[config.mk]
export PLATFORM = sky130hd
export DESIGN_NAME = pwm_step_scheduler
export DESIGN_NICKNAME = d
export VERILOG_FILES = /design/src/rtl/pwm_step_scheduler.sv
export SDC_FILE = /design/constraint.sdc
export NUM_CORES = 1
export LEC_CHECK = 0
export BUFFER_PORTS_ARGS = -buffer_cell sky130_fd_sc_hd__buf_2
export CAP_MARGIN = 40
export CORE_MARGIN = 2
export CORE_UTILIZATION = 43
export CTS_CLUSTER_DIAMETER = 120
export CTS_CLUSTER_SIZE = 24
export DETAILED_ROUTE_END_ITERATION = 7
export GPL_TIMING_DRIVEN = 0
export SYNTH_ARGS = -nofsm -noshare
export SYNTH_HDL_FRONTEND = slang
export SYNTH_SLANG_ARGS = --single-unit
export TNS_END_PERCENT = 20
[constraint.sdc]
create_clock -name clk -period 2.7 [get_ports clk]
set_clock_uncertainty 0.2 [all_clocks]
set_input_delay 0.135 -clock clk [delete_from_list [all_inputs] [get_ports clk]]
set_output_delay 0.135 -clock clk [all_outputs]
set_load 0.005 [all_outputs]
[src/rtl/pwm_step_scheduler.sv]
// Turns debounced key pulses into one-cycle step commands for a PWM duty controller,
// either manually or via an automatic ramp-up / hold / ramp-down / hold cycle.
module pwm_step_scheduler #(
    parameter int LEVELS      = 10,
    parameter int STEP_GAP    = 1000,
    parameter int HOLD_CYCLES = 5000
) (
    input  logic       clk,
    input  logic       rst,
    input  logic       key_up_pulse,
    input  logic       key_down_pulse,
    input  logic       key_mode_pulse,
    output logic       step_up,
    output logic       step_down,
    output logic [3:0] level,
    output logic       auto_mode,
    output logic [2:0] state_dbg
);

    typedef enum logic [2:0] {
        MANUAL    = 3'd0,
        RAMP_UP   = 3'd1,
        HOLD_HI   = 3'd2,
        RAMP_DOWN = 3'd3,
        HOLD_LO   = 3'd4
    } state_t;

    localparam logic [3:0]  LVL_MAX   = 4'(LEVELS);
    localparam logic [15:0] GAP_LAST  = 16'(STEP_GAP - 1);
    localparam logic [15:0] GAP_FIRE  = 16'(STEP_GAP - 2);
    localparam logic [15:0] HOLD_LAST = 16'(HOLD_CYCLES - 1);

    state_t      state, state_nxt;
    logic [15:0] cnt, cnt_nxt;
    logic [3:0]  level_nxt;
    logic        up_nxt, down_nxt;

    assign state_dbg = state;

    always_ff @(posedge clk or negedge rst) begin
        if (!rst) begin
            state     <= MANUAL;
            cnt       <= '0;
            level     <= '0;
            step_up   <= 1'b0;
            step_down <= 1'b0;
            auto_mode <= 1'b0;
        end else begin
            state     <= state_nxt;
            cnt       <= cnt_nxt;
            level     <= level_nxt;
            step_up   <= up_nxt;
            step_down <= down_nxt;
            auto_mode <= (state_nxt != MANUAL);
        end
    end

    // Step commands are decided one cycle early so they leave the block registered,
    // together with the matching level update.
    always_comb begin
        state_nxt = state;
        up_nxt    = 1'b0;
        down_nxt  = 1'b0;
        case (state)
            MANUAL: begin
                if (key_mode_pulse)
                    state_nxt = (level == LVL_MAX) ? RAMP_DOWN : RAMP_UP;
                else if (key_up_pulse && !key_down_pulse && level < LVL_MAX)
                    up_nxt = 1'b1;
                else if (key_down_pulse && !key_up_pulse && level != 4'd0)
                    down_nxt = 1'b1;
            end
            RAMP_UP: begin
                if (key_mode_pulse)
                    state_nxt = MANUAL;
                else if (level >= LVL_MAX)
                    state_nxt = HOLD_HI;
                else if (cnt == GAP_FIRE)
                    up_nxt = 1'b1;
            end
            RAMP_DOWN: begin
                if (key_mode_pulse)
                    state_nxt = MANUAL;
                else if (level == 4'd0)
                    state_nxt = HOLD_LO;
                else if (cnt == GAP_FIRE)
                    down_nxt = 1'b1;
            end
            HOLD_HI: begin
                if (key_mode_pulse)
                    state_nxt = MANUAL;
                else if (cnt == HOLD_LAST)
                    state_nxt = RAMP_DOWN;
            end
            HOLD_LO: begin
                if (key_mode_pulse)
                    state_nxt = MANUAL;
                else if (cnt == HOLD_LAST)
                    state_nxt = RAMP_UP;
            end
            default: state_nxt = MANUAL;
        endcase
    end

    always_comb begin
        level_nxt = level;
        if (up_nxt)
            level_nxt = level + 4'd1;
        else if (down_nxt)
            level_nxt = level - 4'd1;
    end

    // Ramp counter runs modulo STEP_GAP from the entry cycle; hold counter saturates.
    always_comb begin
        cnt_nxt = '0;
        if (state_nxt == state) begin
            case (state)
                RAMP_UP, RAMP_DOWN: cnt_nxt = (cnt >= GAP_LAST) ? 16'd0 : cnt + 16'd1;
                HOLD_HI, HOLD_LO:   cnt_nxt = (cnt == 16'hFFFF) ? cnt : cnt + 16'd1;
                default:            cnt_nxt = '0;
            endcase
        end
    end

endmodule
* After elaboration in Yosys (flattened, before gate mapping)
Index checks and enable logic that the tools add are counted.
Widths: inputs -> output; s select.
** Cells by class
- $add $sub $neg :: 3
- Reductions and logical operators :: 13
- Muxes and demuxes :: 29
- $lt $le $gt $ge :: 3
- Eq/ne operators :: 10
** Operators with widths (number)
- $mux 16 :: 3
- $pmux 16 s2 :: 1
- $mux 3 :: 9
- $add 16x1->16 const B :: 1
- $eq 16x10->1 const B :: 1
- $eq 16x13->1 const B :: 1
- $eq 16x16->1 const B :: 1
- $ge 16x10->1 const B :: 1
- $pmux 3 s5 :: 1
- $mux 1 :: 10
- $mux 4 :: 2
- $eq 3x2->1 const B :: 2
- $add 4x1->4 const B :: 1
- $eq 4x4->1 const B :: 1
- $ge 4x4->1 const B :: 1
- $logic_and 1x1->1 :: 4
- $logic_not 4->1 :: 1
- $lt 4x4->1 const B :: 1
- $pmux 1 s2 :: 2
- $reduce_bool 4->1 :: 1
- $reduce_or 2->1 :: 2
- $sub 4x1->4 const B :: 1
- $eq 3x1->1 const B :: 1
- $eq 3x3->1 :: 1
- other kinds (7) :: 8
** Storage, ports and cells
- Register bits :: 26
- Output and inout port bits :: 10
- Input bits :: 5
- Word-level logic and storage cells :: 64

* Depth between registers and ports, before layout
Gate-level depths: netlist of run 1.
- Depth after elaboration :: 9
- Depth in mapped cells :: 11
- Depth with buffers taken out :: 11

* Worst setup path after synthesis of run 1
No wires, ideal clock.
- Path type :: register to register
- Start point :: reg cnt[0]
- End point :: reg level[3]
- Setup slack :: 0.027 ns
- Buffers on the path :: 0
- Data required time :: 2.420 ns
- Library setup time :: 0.080 ns
- Period minus slack after synthesis :: 2.673 ns
- Arrival :: 2.393 ns
- Stages on the path, launching flop included :: 12
- Cells stage by stage :: dfrtp_1 > inv_1 > ha_1 > and4_1 > nand4_2 > a2111oi_4 > inv_1 > ha_1 > a21o_1 > a21oi_1 > mux2i_1 > xnor2_1
** Between the ends
- Cells in the longest elaborated chain, start to end :: 6
- Elaborated cells on any way between the ends :: 10
- Classes of those cells :: eq/ne: 1; mux: 8; reduce/logical: 1
** RTL lines
- start, declared :: line 34 : logic [15:0] cnt, cnt_nxt;
- start signal, assigned :: line 50 : cnt <= cnt_nxt;
- $eq 16x10->1 (*) :: line 78 : else if (cnt == GAP_FIRE)
- $mux 1 (*) :: line 78
- $mux 1 (*) :: line 76 : else if (level >= LVL_MAX)
- $mux 1 (*) :: line 74 : if (key_mode_pulse)
- $pmux 1 s2 (*) :: line 64 : case (state)
- net up_nxt :: line 36 : logic up_nxt, down_nxt;
- $mux 4 or $reduce_bool 2->1 (tied branches)
- end signal, assigned :: line 51 : level <= level_nxt;
- end, declared :: line 15 : output logic [3:0] level,
The timed path passes the listed nets; every way through them passes the cells marked *.
A chain may end at the register's enable or synchronous reset.

* Final worst setup path of run 1
- Start point :: reg cnt[11]
- End point :: reg level[2]
Same word-level chain as after synthesis.

==> results of run 1 <==
-- sequential cells by signal, summed over array words and instances (netlist names) --
register and count:
cnt 16, level 4, state_dbg 3, auto_mode 1
step_down 1, step_up 1
-- metal layers --
| metal | vias up | part of all wire, % |
|---|---|---|
| met5 | - | 0 |
| li1 | 731 | - |
| met4 | 0 | 0.46 |
| met2 | 42 | 51 |
| met1 | 775 | 45 |
| met3 | 2 | 4.4 |
-- Yosys cell counts (2+ instances only) --
library cell	count	area (µm²)
sky130_fd_sc_hd__nand2_1	18	67.6
sky130_fd_sc_hd__o21ai_0	5	25.0
sky130_fd_sc_hd__nand2b_1	2	12.5
sky130_fd_sc_hd__buf_2	3	15.0
sky130_fd_sc_hd__xnor2_1	11	96.3
sky130_fd_sc_hd__nor4_2	2	25.0
sky130_fd_sc_hd__buf_6	3	33.8
sky130_fd_sc_hd__dfrtp_1	26	651
sky130_fd_sc_hd__ha_1	4	50.1
sky130_fd_sc_hd__mux2_4	2	30.0
sky130_fd_sc_hd__nand3_1	7	35.0
sky130_fd_sc_hd__and4bb_2	2	25.0
sky130_fd_sc_hd__a21oi_2	4	35.0
sky130_fd_sc_hd__nand4_1	4	25.0
sky130_fd_sc_hd__and3_1	2	12.5
sky130_fd_sc_hd__nor3b_1	4	30.0
sky130_fd_sc_hd__o211ai_1	2	15.0
sky130_fd_sc_hd__a211oi_1	2	15.0
sky130_fd_sc_hd__inv_1	7	26.3
sky130_fd_sc_hd__nand3b_1	2	15.0
sky130_fd_sc_hd__a21oi_1	12	60.1
sky130_fd_sc_hd__nor2_1	8	30.0
sky130_fd_sc_hd__a2111oi_4	2	55.1
sky130_fd_sc_hd__mux2i_1	2	20.0
sky130_fd_sc_hd__xor2_1	4	35.0
sky130_fd_sc_hd__nor4bb_1	2	20.0
sky130_fd_sc_hd__nor3_1	8	40.0
sky130_fd_sc_hd__or4_1	2	15.0
sky130_fd_sc_hd__nor4_1	2	12.5
sky130_fd_sc_hd__o21a_1	3	22.5
sky130_fd_sc_hd__nor2b_1	4	25.0
-- kinds of logic after synthesis --
logic type               after synthesis  synth area share [%]
AO/OA/AOI/OAI                         41                  18.6
XOR/XNOR                              15                  7.24
adder cells (fa/ha/maj)                5                  3.86
buffers and inverters                 15                  4.76
flip-flops                            26                  35.8
multiplexers                           4                  2.76
AND/OR/NAND/NOR                       79                  26.9
-- power breakdown --
part | internal, µW | switching [µW] | leakage (µW)
combinational | 359 | 379 | 0.000469
sequential | 454 | 112 | 0.000345
clock | 198 | 131 | 0.0000357
-- worst max path at each step --
| stage | end | slack (ns) |
|---|---|---|
| after floorplan | level[3] | 0.03 |
| after global placement | level[3] | -0.21 |
| after detailed placement | level[3] | -0.25 |
| after CTS | level[3] | -0.01 |
| after global routing | level[3] | -0.09 |
| final | level[2] | -0.03 |
-- metrics by stage --
stage	utilization, %	power (µW)
2_1_floorplan	-	1030
3_3_place_gp	48.4	1200
3_5_place_dp	48.4	1230
4_1_cts	51.6	1590
5_1_grt	53.5	1760
6_report	53.5	1630
-- layout make-up --
class / instances / area (µm²) / share of cell area (%)
Tap cell: 50 / 62.6 / 2.90
Sequential cell: 26 / 653 / 30.3
Buffer: 8 / 60.1 / 2.79
Multi-Input combinational cell: 144 / 1140 / 53.0
Clock inverter: 1 / 30.0 / 1.39
Clock buffer: 3 / 41.3 / 1.92
Inverter: 7 / 26.3 / 1.22
Timing Repair Buffer: 22 / 139 / 6.45
-- timing repair --
| item | in CTS | in global routing |
|---|---|---|
| gates resized for setup | 6 | 8 |
| hold buffers | 2 | 0 |
| pin swaps | 3 | 6 |
| endpoints found under the hold margin | 27 | 0 |
| buffers inserted | 4 | 2 |
| setup endpoints to repair | 3 | 5 |
-- worst min-delay path: cells and delay by family --
kind / cells / cell delay [ns]
compound gates: 1 / 0.12
buf+inv: 1 / 0.10
simple gates: 1 / 0.08
==> summary.md, run 1 <==
| Metric | Value |
|---|---|
| Min Hold Slack | `0.0289 ns` |
| TritonCTS clock tree | `yes` |
| Critical path's slowest cell | `sky130_fd_sc_hd__a2111oi_4` |
| Half-perimeter wire length after placement | `2.96 mm` |
| Final antenna-violating net count | `0` |
| Insertion delay to the later sink of the worst-skew pair | `0.27 ns` |
| Run status | `complete, but fails checks` |
| Met1 Use GR | `25.8%` |
| Cell depth of the worst setup path | `9` |
| Pin count of the biggest net entering global routing | `27` |
| Port bufs | `14` |
| Worst R2R Setup Slack | `-0.03 ns` |
| Buffer depth of the longest clock path | `2` |
| Routability Congestion | `0.946` |
| CP top delay family | `simple AND/OR/NAND/NOR gates` |
| Vias/cell | `between 5 and 6` |
| Launch instance of the worst min-delay path | `key_down_pulse` |
| Horizontal die dimension | `69.0 µm` |
| Layout cells sized above 1 | `28.9%` |
| Nets in the synthesized netlist | `195` |
| Initial antenna violation count | `0` |
| Cell repeated most along the worst path | `sky130_fd_sc_hd__buf_6` |
| Number of filler cells placed in the layout | `389` |
| Hold Violations, Final | `0` |
| Total instance count after detailed placement | `249` |
| Worst slew margin relative to its limit | `between 50% and 60%` |
| Mean post-synth cell area | `9.81 µm²` |
| Final std cell area, no fill | `2150 µm²` |
| Worst min-delay path category | `in2reg` |
| Total congestion overflow after global routing | `0` |
| Pre-CTS worst setup slack | `-0.246 ns` |
| Startpoint type of the worst setup path | `flop` |
| Most frequent standard cell in the layout excluding fill and tap cells | `sky130_fd_sc_hd__dfrtp_1` |
| Sequential share of the synthesized area | `35.8%` |
| Core Footprint | `4030 µm²` |
| Fin worst setup slack | `-0.0322 ns` |
| Vias after detailed routing | `1550` |
| Number of pins with negative max-slew slack in the final report | `0` |
| Count of synthesis-stage warnings from yosys | `0` |
| Leading cell types in the layout, fill and taps excluded | `sky130_fd_sc_hd__dfrtp_1 (24), sky130_fd_sc_hd__nand2_1 (18), sky130_fd_sc_hd__buf_2 (17)` |
| CP Data Arrival Time | `2.70 ns` |
| Critical register-to-register path endpoint | `level[2]` |
| P_leak | `0.000850 µW` |
| Clock slew at reported path FFs | `0.10 ns` |
| Achievable Freq | `366 MHz` |
| Drt first-iter violations | `around 120` |
| Reported max-cap violation count | `0` |
| Met3 GRT Util | `2.92%` |
| Main synth FF type | `sky130_fd_sc_hd__dfrtp_1` |
| Count of cell types in the netlist | `55` |
| Count of state elements after synthesis | `26` |
| Num rows | `23` |
| Unrepaired setup endpoints after global routing | `true` |
| Shortest clock period the worst path allows after layout | `2.73 ns` |
| Setup TNS Final | `-0.0322 ns` |
| Die footprint | `approximately 4800 µm²` |
| Number of nets in the layout | `222` |
| Met2 Use GR | `between 30% and 40%` |
| Endpoint, Worst Hold | `step_down` |
| Busiest layer in global routing | `met2` |
| Critical path launch point | `cnt[11]` |
| Post-synth EDFFs | `0` |
| Slew @ Worst Pin | `approximately 0.62 ns` |
| Number of CTS-inserted buffers | `3` |
| Count of non-filler cells in the finished layout | `between 200 and 300` |
| Fraction of registers with async set or reset after synthesis | `100%` |
| Max rail drop VDD | `0.399 mV` |
| 1st-pass router iterations | `4` |
| Overall routing resource usage | `19.2%` |
| Post-Synthesis Cell Area | `between 1500 and 2000 µm²` |
| Pwr/cell area | `758 nW/µm²` |
| Die Span Y | `just under 70 µm` |
| Count of final setup violators | `1` |
| Clk sinks | `26` |
| Cells after Synth | `185` |
| Sum of buffers and inverters on the critical path | `3` |
| CTS H-tree lvls | `1` |
| Layout overhead on the synthesized area | `18.7%` |
| Worst reg-to-reg path cell count | `9` |
| Type of the setup path with the least slack | `reg2reg` |
| Diode count | `0` |
| First-pass GRT wire length | `6.87 mm` |
| Type of destination of the critical path | `flop` |
| Final wirelength | `around 4.2 mm` |
| Portion of the clock cycle consumed by the worst path in the final layout | `101%` |
| Post-route DRC | `0` |
| Worst reg2reg path startpoint | `cnt[11]` |
| Violated checks | `setup timing` |
| Cell at the root of the clock tree | `sky130_fd_sc_hd__clkbuf_8` |
| Data required time at the worst endpoint | `2.67 ns` |
| Hold Path Stages | `3` |
| Io pins | `15` |
| Wire length per cell after detailed routing | `16.0 µm` |
| Ordered cell list for the critical path | `buf_6 > nor4_4 > nand4_4 > a2111oi_4 > inv_2 > buf_6 > fa_2 > xor2_1 > mux2_4` |
| Initial Util | `between 40% and 50%` |
| Largest fanout of any net on the critical path | `7` |
| Placed standard-cell area | `between 1500 and 2000 µm²` |
| Number of global-route vias before repair | `1447` |
| Delay of the slowest cell on the worst path | `0.40 ns` |
Note: power is estimated with default switching activity, not from simulation.
==> run 2, diff against run 1 <==
- SETUP_SLACK_MARGIN: not set -> 0.02
==> summary.md, run 2 (synthesis results as in run 1) <==
| Metric | Value |
|---|---|
| Layout cells sized above 1 | `28.6% (was 28.9%)` |
| Internal power component | `1000 µW (was 1010 µW)` |
| CP top delay family | `simple AND/OR/NAND/NOR gates (unchanged)` |
| Sequential share of power | `34.9% (was 34.7%)` |
| Max reg flops | `16 (unchanged)` |
| Startpoint type of the worst setup path | `flop (unchanged)` |
| Io pins | `15 (unchanged)` |
| Critical path's slowest cell | `sky130_fd_sc_hd__a2111oi_4 (unchanged)` |
| Port bufs | `14 (unchanged)` |
| Placed standard-cell area | `1950 µm² (unchanged)` |
| Vias/cell | `5.92 (was 5.94)` |
| Hold Violations, Final | `0 (unchanged)` |
| Min Hold Slack | `0.0279 ns (was 0.0289 ns)` |
| Net load switching power | `619 µW (was 622 µW)` |
| Ordered cell list for the critical path | `buf_6 > nor4_4 > nand4_4 > a2111oi_4 > inv_2 > buf_6 > fa_2 > xor2_1 > mux2_4 (unchanged)` |
| Diode count | `0 (unchanged)` |
| Core Footprint | `4030 µm² (unchanged)` |
| Final wirelength | `4.14 mm (was 4.17 mm)` |
| Max rail drop VDD | `0.396 mV (was 0.399 mV)` |
| Worst reg2reg path startpoint | `cnt[11] (unchanged)` |
| Leading cell types in the layout, fill and taps excluded | `sky130_fd_sc_hd__dfrtp_1 (24), sky130_fd_sc_hd__nand2_1 (18), sky130_fd_sc_hd__buf_2 (17) (unchanged)` |
| Number of global-route vias before repair | `1447 (unchanged)` |
| Critical path launch point | `cnt[11] (unchanged)` |
| Slew @ Worst Pin | `0.627 ns (was 0.620 ns)` |
| Shortest clock period the worst path allows after layout | `2.73 ns (about the same)` |
| Post-route DRC | `0 (unchanged)` |
| Half-perimeter wire length after placement | `2.96 mm (unchanged)` |
| Fin worst setup slack | `-0.0328 ns (was -0.0322 ns)` |
| Cell repeated most along the worst path | `sky130_fd_sc_hd__buf_6 (unchanged)` |
| Pin count of the biggest net entering global routing | `27 (unchanged)` |
| Layout overhead on the synthesized area | `18.3% (was 18.7%)` |
| Sum of buffers and inverters on the critical path | `3 (unchanged)` |
| Type of the setup path with the least slack | `reg2reg (unchanged)` |
| Insertion delay to the later sink of the worst-skew pair | `0.27 ns (about the same)` |
| Type of destination of the critical path | `flop (unchanged)` |
| Violated checks | `setup timing (unchanged)` |
| Cell at the root of the clock tree | `sky130_fd_sc_hd__clkbuf_8 (unchanged)` |
| Initial antenna violation count | `0 (unchanged)` |
| CP Data Arrival Time | `2.70 ns (about the same)` |
| Overall routing resource usage | `19.3% (was 19.2%)` |
| Number of filler cells placed in the layout | `390 (was 389)` |
| Reported max-cap violation count | `0 (unchanged)` |
| Die Span Y | `69.0 µm (unchanged)` |
| Count of final setup violators | `1 (unchanged)` |
| First-pass GRT wire length | `6.86 mm (was 6.87 mm)` |
| Horizontal die dimension | `69.0 µm (unchanged)` |
| Worst R2R Setup Slack | `-0.03 ns (about the same)` |
| Die footprint | `4760 µm² (unchanged)` |
| Cell depth of the worst setup path | `9 (unchanged)` |
| Number of CTS-inserted buffers | `3 (unchanged)` |
| TritonCTS clock tree | `yes (unchanged)` |
| Worst reg-to-reg path cell count | `9 (unchanged)` |
| Clock slew at reported path FFs | `0.10 ns (about the same)` |
| Unrepaired setup endpoints after global routing | `true (unchanged)` |
| Pre-CTS worst setup slack | `-0.246 ns (unchanged)` |
| Run status | `complete, but fails checks (unchanged)` |
| Share of total power consumed by net switching | `38.2% (was 38.1%)` |
| Routability Congestion | `0.946 (unchanged)` |
| Top Layer Used | `met4 (unchanged)` |
| Largest fanout of any net on the critical path | `7 (unchanged)` |
| Number of pins with negative max-slew slack in the final report | `0 (unchanged)` |
| Portion of the clock cycle consumed by the worst path in the final layout | `101% (about the same)` |
| Buffer depth of the longest clock path | `2 (unchanged)` |
| Num rows | `23 (unchanged)` |
| Critical register-to-register path endpoint | `level[2] (unchanged)` |
| Worst min-delay path category | `in2reg (unchanged)` |
| Drt first-iter violations | `117 (was 121)` |
| Vias after detailed routing | `1538 (was 1550)` |
| P_leak | `0.000846 µW (was 0.000850 µW)` |
| Met3 wire len | `120 µm (was 183 µm)` |
| Total met2 wirelength after detailed routing | `2.09 mm (was 2.11 mm)` |
| Worst slew margin relative to its limit | `57.9% (was 58.3%)` |
| Final std cell area, no fill | `2150 µm² (about the same)` |
| Delay of the slowest cell on the worst path | `0.40 ns (about the same)` |
| Pwr/cell area | `755 nW/µm² (was 758 nW/µm²)` |
| Share of total power in combinational logic | `44.7% (was 45.2%)` |
| Met1 Wirelength | `1.91 mm (was 1.86 mm)` |
| Most frequent standard cell in the layout excluding fill and tap cells | `sky130_fd_sc_hd__dfrtp_1 (unchanged)` |
| Data required time at the worst endpoint | `2.67 ns (about the same)` |
| Wire length per cell after detailed routing | `15.9 µm (was 16.0 µm)` |
| 1st-pass router iterations | `4 (unchanged)` |
| Register with the most flip-flops | `cnt (unchanged)` |
| Number of nets in the layout | `221 (was 222)` |
| Initial Util | `45.1% (unchanged)` |
| Achievable Freq | `366 MHz (about the same)` |
| Total congestion overflow after global routing | `0 (unchanged)` |
| Final antenna-violating net count | `0 (unchanged)` |
| Clk sinks | `26 (unchanged)` |
| Clk pwr share | `20.4% (was 20.1%)` |
| CTS H-tree lvls | `1 (unchanged)` |
| Worst setup path end | `level[2] (unchanged)` |
-- run 2: per-layer routing --
metal  global-route usage, %  up-vias
met2                    32.9       25
met4                    4.41        0
met3                    2.92        2
met1                    25.6      780
li1                        -      731
met5                       0        -
-- run 2: layout make-up --
class | instances | area (µm²) | area share, %
Multi-Input combinational cell | 144 | 1140 | 53.2
Timing Repair Buffer | 21 | 131 | 6.12
Inverter | 7 | 26.3 | 1.22
Clock inverter | 1 | 30.0 | 1.40
Buffer | 8 | 60.1 | 2.80
Sequential cell | 26 | 653 | 30.4
Clock buffer | 3 | 41.3 | 1.92
Tap cell | 50 | 62.6 | 2.91
-- run 2: timing repair --
| item | 4_1_cts | 5_1_grt |
|---|---|---|
| resized for setup | 7 | 7 |
| endpoints found under the hold margin | 27 | 0 |
| hold buffers | 2 | 0 |
| pin swaps | 6 | 6 |
| setup endpoints to repair | 3 | 6 |
| buffers inserted | 4 | 1 |
-- run 2: worst min path at each step --
stage | from | to | cells past startpoint
after global routing | key_down_pulse | step_down | 3
after CTS | key_down_pulse | step_down | 3
final | key_down_pulse | step_down | 3
after floorplan | rst | auto_mode | 0
after detailed placement | rst | cnt[7] | 1
after global placement | rst | cnt[0] | 1
-- run 2: through the flow --
stage / setup TNS (ns) / util [%] / power, µW / cells
final: -0.0328 / 53.3 / 1620 / 260
after global placement: -0.259 / 48.4 / 1200 / 249
after floorplan: 0 / - / 1030 / 185
after detailed placement: -0.373 / 48.4 / 1230 / 249
after global routing: -0.153 / 53.3 / 1750 / 260
after CTS: 0 / 51.9 / 1610 / 259
-- run 2: power by group through the flow --
stage          registers, µW  logic (µW)  clock network, µW
5_1_grt                  579         816                356
4_1_cts                  560         713                334
3_5_place_dp             568         661                  0
6_report                 566         725                330
3_3_place_gp             561         643                  0
2_1_floorplan            546         488                  0
-- run 2: worst reg2reg max path, cell delays in order, from the launching register on --
cell                        delay (ns)
sky130_fd_sc_hd__dfrtp_1          0.39
sky130_fd_sc_hd__buf_6            0.14
sky130_fd_sc_hd__nor4_4           0.35
sky130_fd_sc_hd__nand4_4          0.16
sky130_fd_sc_hd__a2111oi_4        0.40
sky130_fd_sc_hd__inv_2            0.11
sky130_fd_sc_hd__buf_6            0.14
sky130_fd_sc_hd__fa_2             0.32
sky130_fd_sc_hd__xor2_1           0.16
sky130_fd_sc_hd__mux2_4           0.26
==> run 3, diff against run 2 <==
- clock period: 2.7 -> 3.1 ns (I/O delays scaled with it)
==> summary.md, run 3 (synthesis results as in run 1) <==
| Metric | Value |
|---|---|
| Run status | `finished, final reports clean (was complete, but fails checks)` |
| Unrepaired setup endpoints after global routing | `false (was true)` |
| Number of global-route vias before repair | `1436 (was 1447)` |
| Number of nets in the layout | `219 (was 221)` |
| Type of the setup path with the least slack | `reg2reg (unchanged)` |
| Overall routing resource usage | `19.0% (was 19.3%)` |
| P_leak | `0.000820 µW (was 0.000846 µW)` |
| Number of filler cells placed in the layout | `392 (was 390)` |
| CP Data Arrival Time | `2.91 ns (was 2.70 ns)` |
| Diode count | `0 (unchanged)` |
| Worst min-delay path category | `in2reg (unchanged)` |
| Portion of the clock cycle consumed by the worst path in the final layout | `93.5% (was 101%)` |
| Fin util | `51.2% (was 53.3%)` |
| Layout overhead on the synthesized area | `13.6% (was 18.3%)` |
| Number of pins with negative max-slew slack in the final report | `0 (unchanged)` |
| Drt first-iter violations | `97 (was 117)` |
| Cell at the root of the clock tree | `sky130_fd_sc_hd__clkbuf_8 (unchanged)` |
| Clock slew at reported path FFs | `0.10 ns (about the same)` |
| Pin count of the biggest net entering global routing | `27 (unchanged)` |
| Pre-CTS worst setup slack | `0.154 ns (was -0.246 ns)` |
| CTS H-tree lvls | `1 (unchanged)` |
| Number of CTS-inserted buffers | `3 (unchanged)` |
| Insertion delay to the later sink of the worst-skew pair | `0.27 ns (about the same)` |
| TritonCTS clock tree | `yes (unchanged)` |
| Die footprint | `4760 µm² (unchanged)` |
| Io pins | `15 (unchanged)` |
| Post-layout total power | `1370 µW (was 1620 µW)` |
| Wire length per cell after detailed routing | `15.6 µm (was 15.9 µm)` |
| Pwr/cell area | `665 nW/µm² (was 755 nW/µm²)` |
| Max rail drop VDD | `0.378 mV (was 0.396 mV)` |
| Total congestion overflow after global routing | `0 (unchanged)` |
| Fin worst setup slack | `0.200 ns (was -0.0328 ns)` |
| Most frequent standard cell in the layout excluding fill and tap cells | `sky130_fd_sc_hd__dfrtp_1 (unchanged)` |
| Num rows | `23 (unchanged)` |
| Setup TNS Final | `0 ns (was -0.0328 ns)` |
| Post-route DRC | `0 (unchanged)` |
| Port bufs | `14 (unchanged)` |
| Horizontal die dimension | `69.0 µm (unchanged)` |
| Final antenna-violating net count | `0 (unchanged)` |
| Leading cell types in the layout, fill and taps excluded | `sky130_fd_sc_hd__dfrtp_1 (26), sky130_fd_sc_hd__nand2_1 (18), sky130_fd_sc_hd__buf_2 (17) (was sky130_fd_sc_hd__dfrtp_1 (24), sky130_fd_sc_hd__nand2_1 (18), sky130_fd_sc_hd__buf_2 (17))` |
| Worst slew margin relative to its limit | `57.7% (was 57.9%)` |
| Reported max-cap violation count | `0 (unchanged)` |
| Layout cells sized above 1 | `23.6% (was 28.6%)` |
| Shortest clock period the worst path allows after layout | `2.90 ns (was 2.73 ns)` |
| Max reg flops | `16 (unchanged)` |
| Slew @ Worst Pin | `0.630 ns (was 0.627 ns)` |
| Routability Congestion | `0.946 (unchanged)` |
| Clk sinks | `26 (unchanged)` |
| Largest fanout of any net on the critical path | `4 (was 7)` |
| 1st-pass router iterations | `4 (unchanged)` |
| Type of destination of the critical path | `flop (unchanged)` |
| Vias/cell | `5.87 (was 5.92)` |
| Vias after detailed routing | `1514 (was 1538)` |
| Startpoint type of the worst setup path | `flop (unchanged)` |
| Die Span Y | `69.0 µm (unchanged)` |
| Placed standard-cell area | `1950 µm² (unchanged)` |
| Core Footprint | `4030 µm² (unchanged)` |
| Buffer depth of the longest clock path | `2 (unchanged)` |
| First-pass GRT wire length | `6.79 mm (was 6.86 mm)` |
| Final wirelength | `4.02 mm (was 4.14 mm)` |
| Hold Violations, Final | `0 (unchanged)` |
| Register with the most flip-flops | `cnt (unchanged)` |
| Achievable Freq | `345 MHz (was 366 MHz)` |
| Final std cell area, no fill | `2060 µm² (was 2150 µm²)` |
| Initial Util | `45.1% (unchanged)` |
| Count of final setup violators | `0 (was 1)` |
| Half-perimeter wire length after placement | `2.96 mm (unchanged)` |
| Data required time at the worst endpoint | `3.11 ns (was 2.67 ns)` |
| Initial antenna violation count | `0 (unchanged)` |
run 3: critical path: stages, from the launching register on:
cell                        delay (ns)
sky130_fd_sc_hd__dfrtp_1          0.42
sky130_fd_sc_hd__inv_1            0.09
sky130_fd_sc_hd__ha_1             0.16
sky130_fd_sc_hd__and4_1           0.22
sky130_fd_sc_hd__nand4_2          0.17
sky130_fd_sc_hd__a2111oi_4        0.47
sky130_fd_sc_hd__inv_2            0.10
sky130_fd_sc_hd__ha_1             0.29
sky130_fd_sc_hd__a21o_1           0.18
sky130_fd_sc_hd__a21oi_1          0.18
sky130_fd_sc_hd__mux2i_1          0.23
sky130_fd_sc_hd__xnor2_1          0.13
run 3: area by class of cell:
cell class | count | area [µm²] | share of cell area (%)
clock buffers | 3 | 41.3 | 2.00
flip-flops and latches | 26 | 651 | 31.6
inverters | 7 | 26.3 | 1.27
clock inverters | 1 | 30.0 | 1.46
multi-input cells | 144 | 1080 | 52.3
repair buffers | 19 | 113 | 5.46
well taps | 50 | 62.6 | 3.03
plain buffers | 8 | 60.1 | 2.91
run 3: routing by layer:
layer  routed length, µm  vias to the layer above  GRT usage, %
li1                    -                      724             -
met5                   0                        -             0
met2                1970                       25          32.2
met4                  19                        0          4.41
met1                1940                      763          25.6
met3                  88                        2          2.92
run 3: report_power, final:
group / internal, µW / total [µW] / switching (µW)
clock network: 173 / 287 / 114
logic: 284 / 598 / 314
registers: 395 / 486 / 90.9
run 3: what timing repair did:
action / 4_1_cts / 5_1_grt
buffers inserted: 0 / 3
setup endpoints to repair: 0 / 1
hold endpoints to repair: 27 / 0
resized for setup: 0 / 1
hold buffers: 2 / 0
run 3: worst paths after layout:
path	from	endpoint	cells after the start	slack [ns]
setup / recovery	cnt[0]	level[3]	11	0.20
hold reg to reg	level[3]	level[3]	1	0.40
min in group asynchronous	rst	cnt[0]	2	0.20
max in group asynchronous	rst	cnt[14]	2	2.11
setup reg to reg	cnt[0]	level[3]	11	0.20
hold / removal	key_down_pulse	step_down	3	0.04
run 3: metrics by stage:
| step | hold slack [ns] | cells |
|---|---|---|
| global route | 0.0389 | 258 |
| floorplan | -0.341 | 185 |
| detailed placement | -0.0000576 | 249 |
| finish | 0.0448 | 258 |
| CTS | 0.0218 | 255 |
| global placement | -0.0138 | 249 |
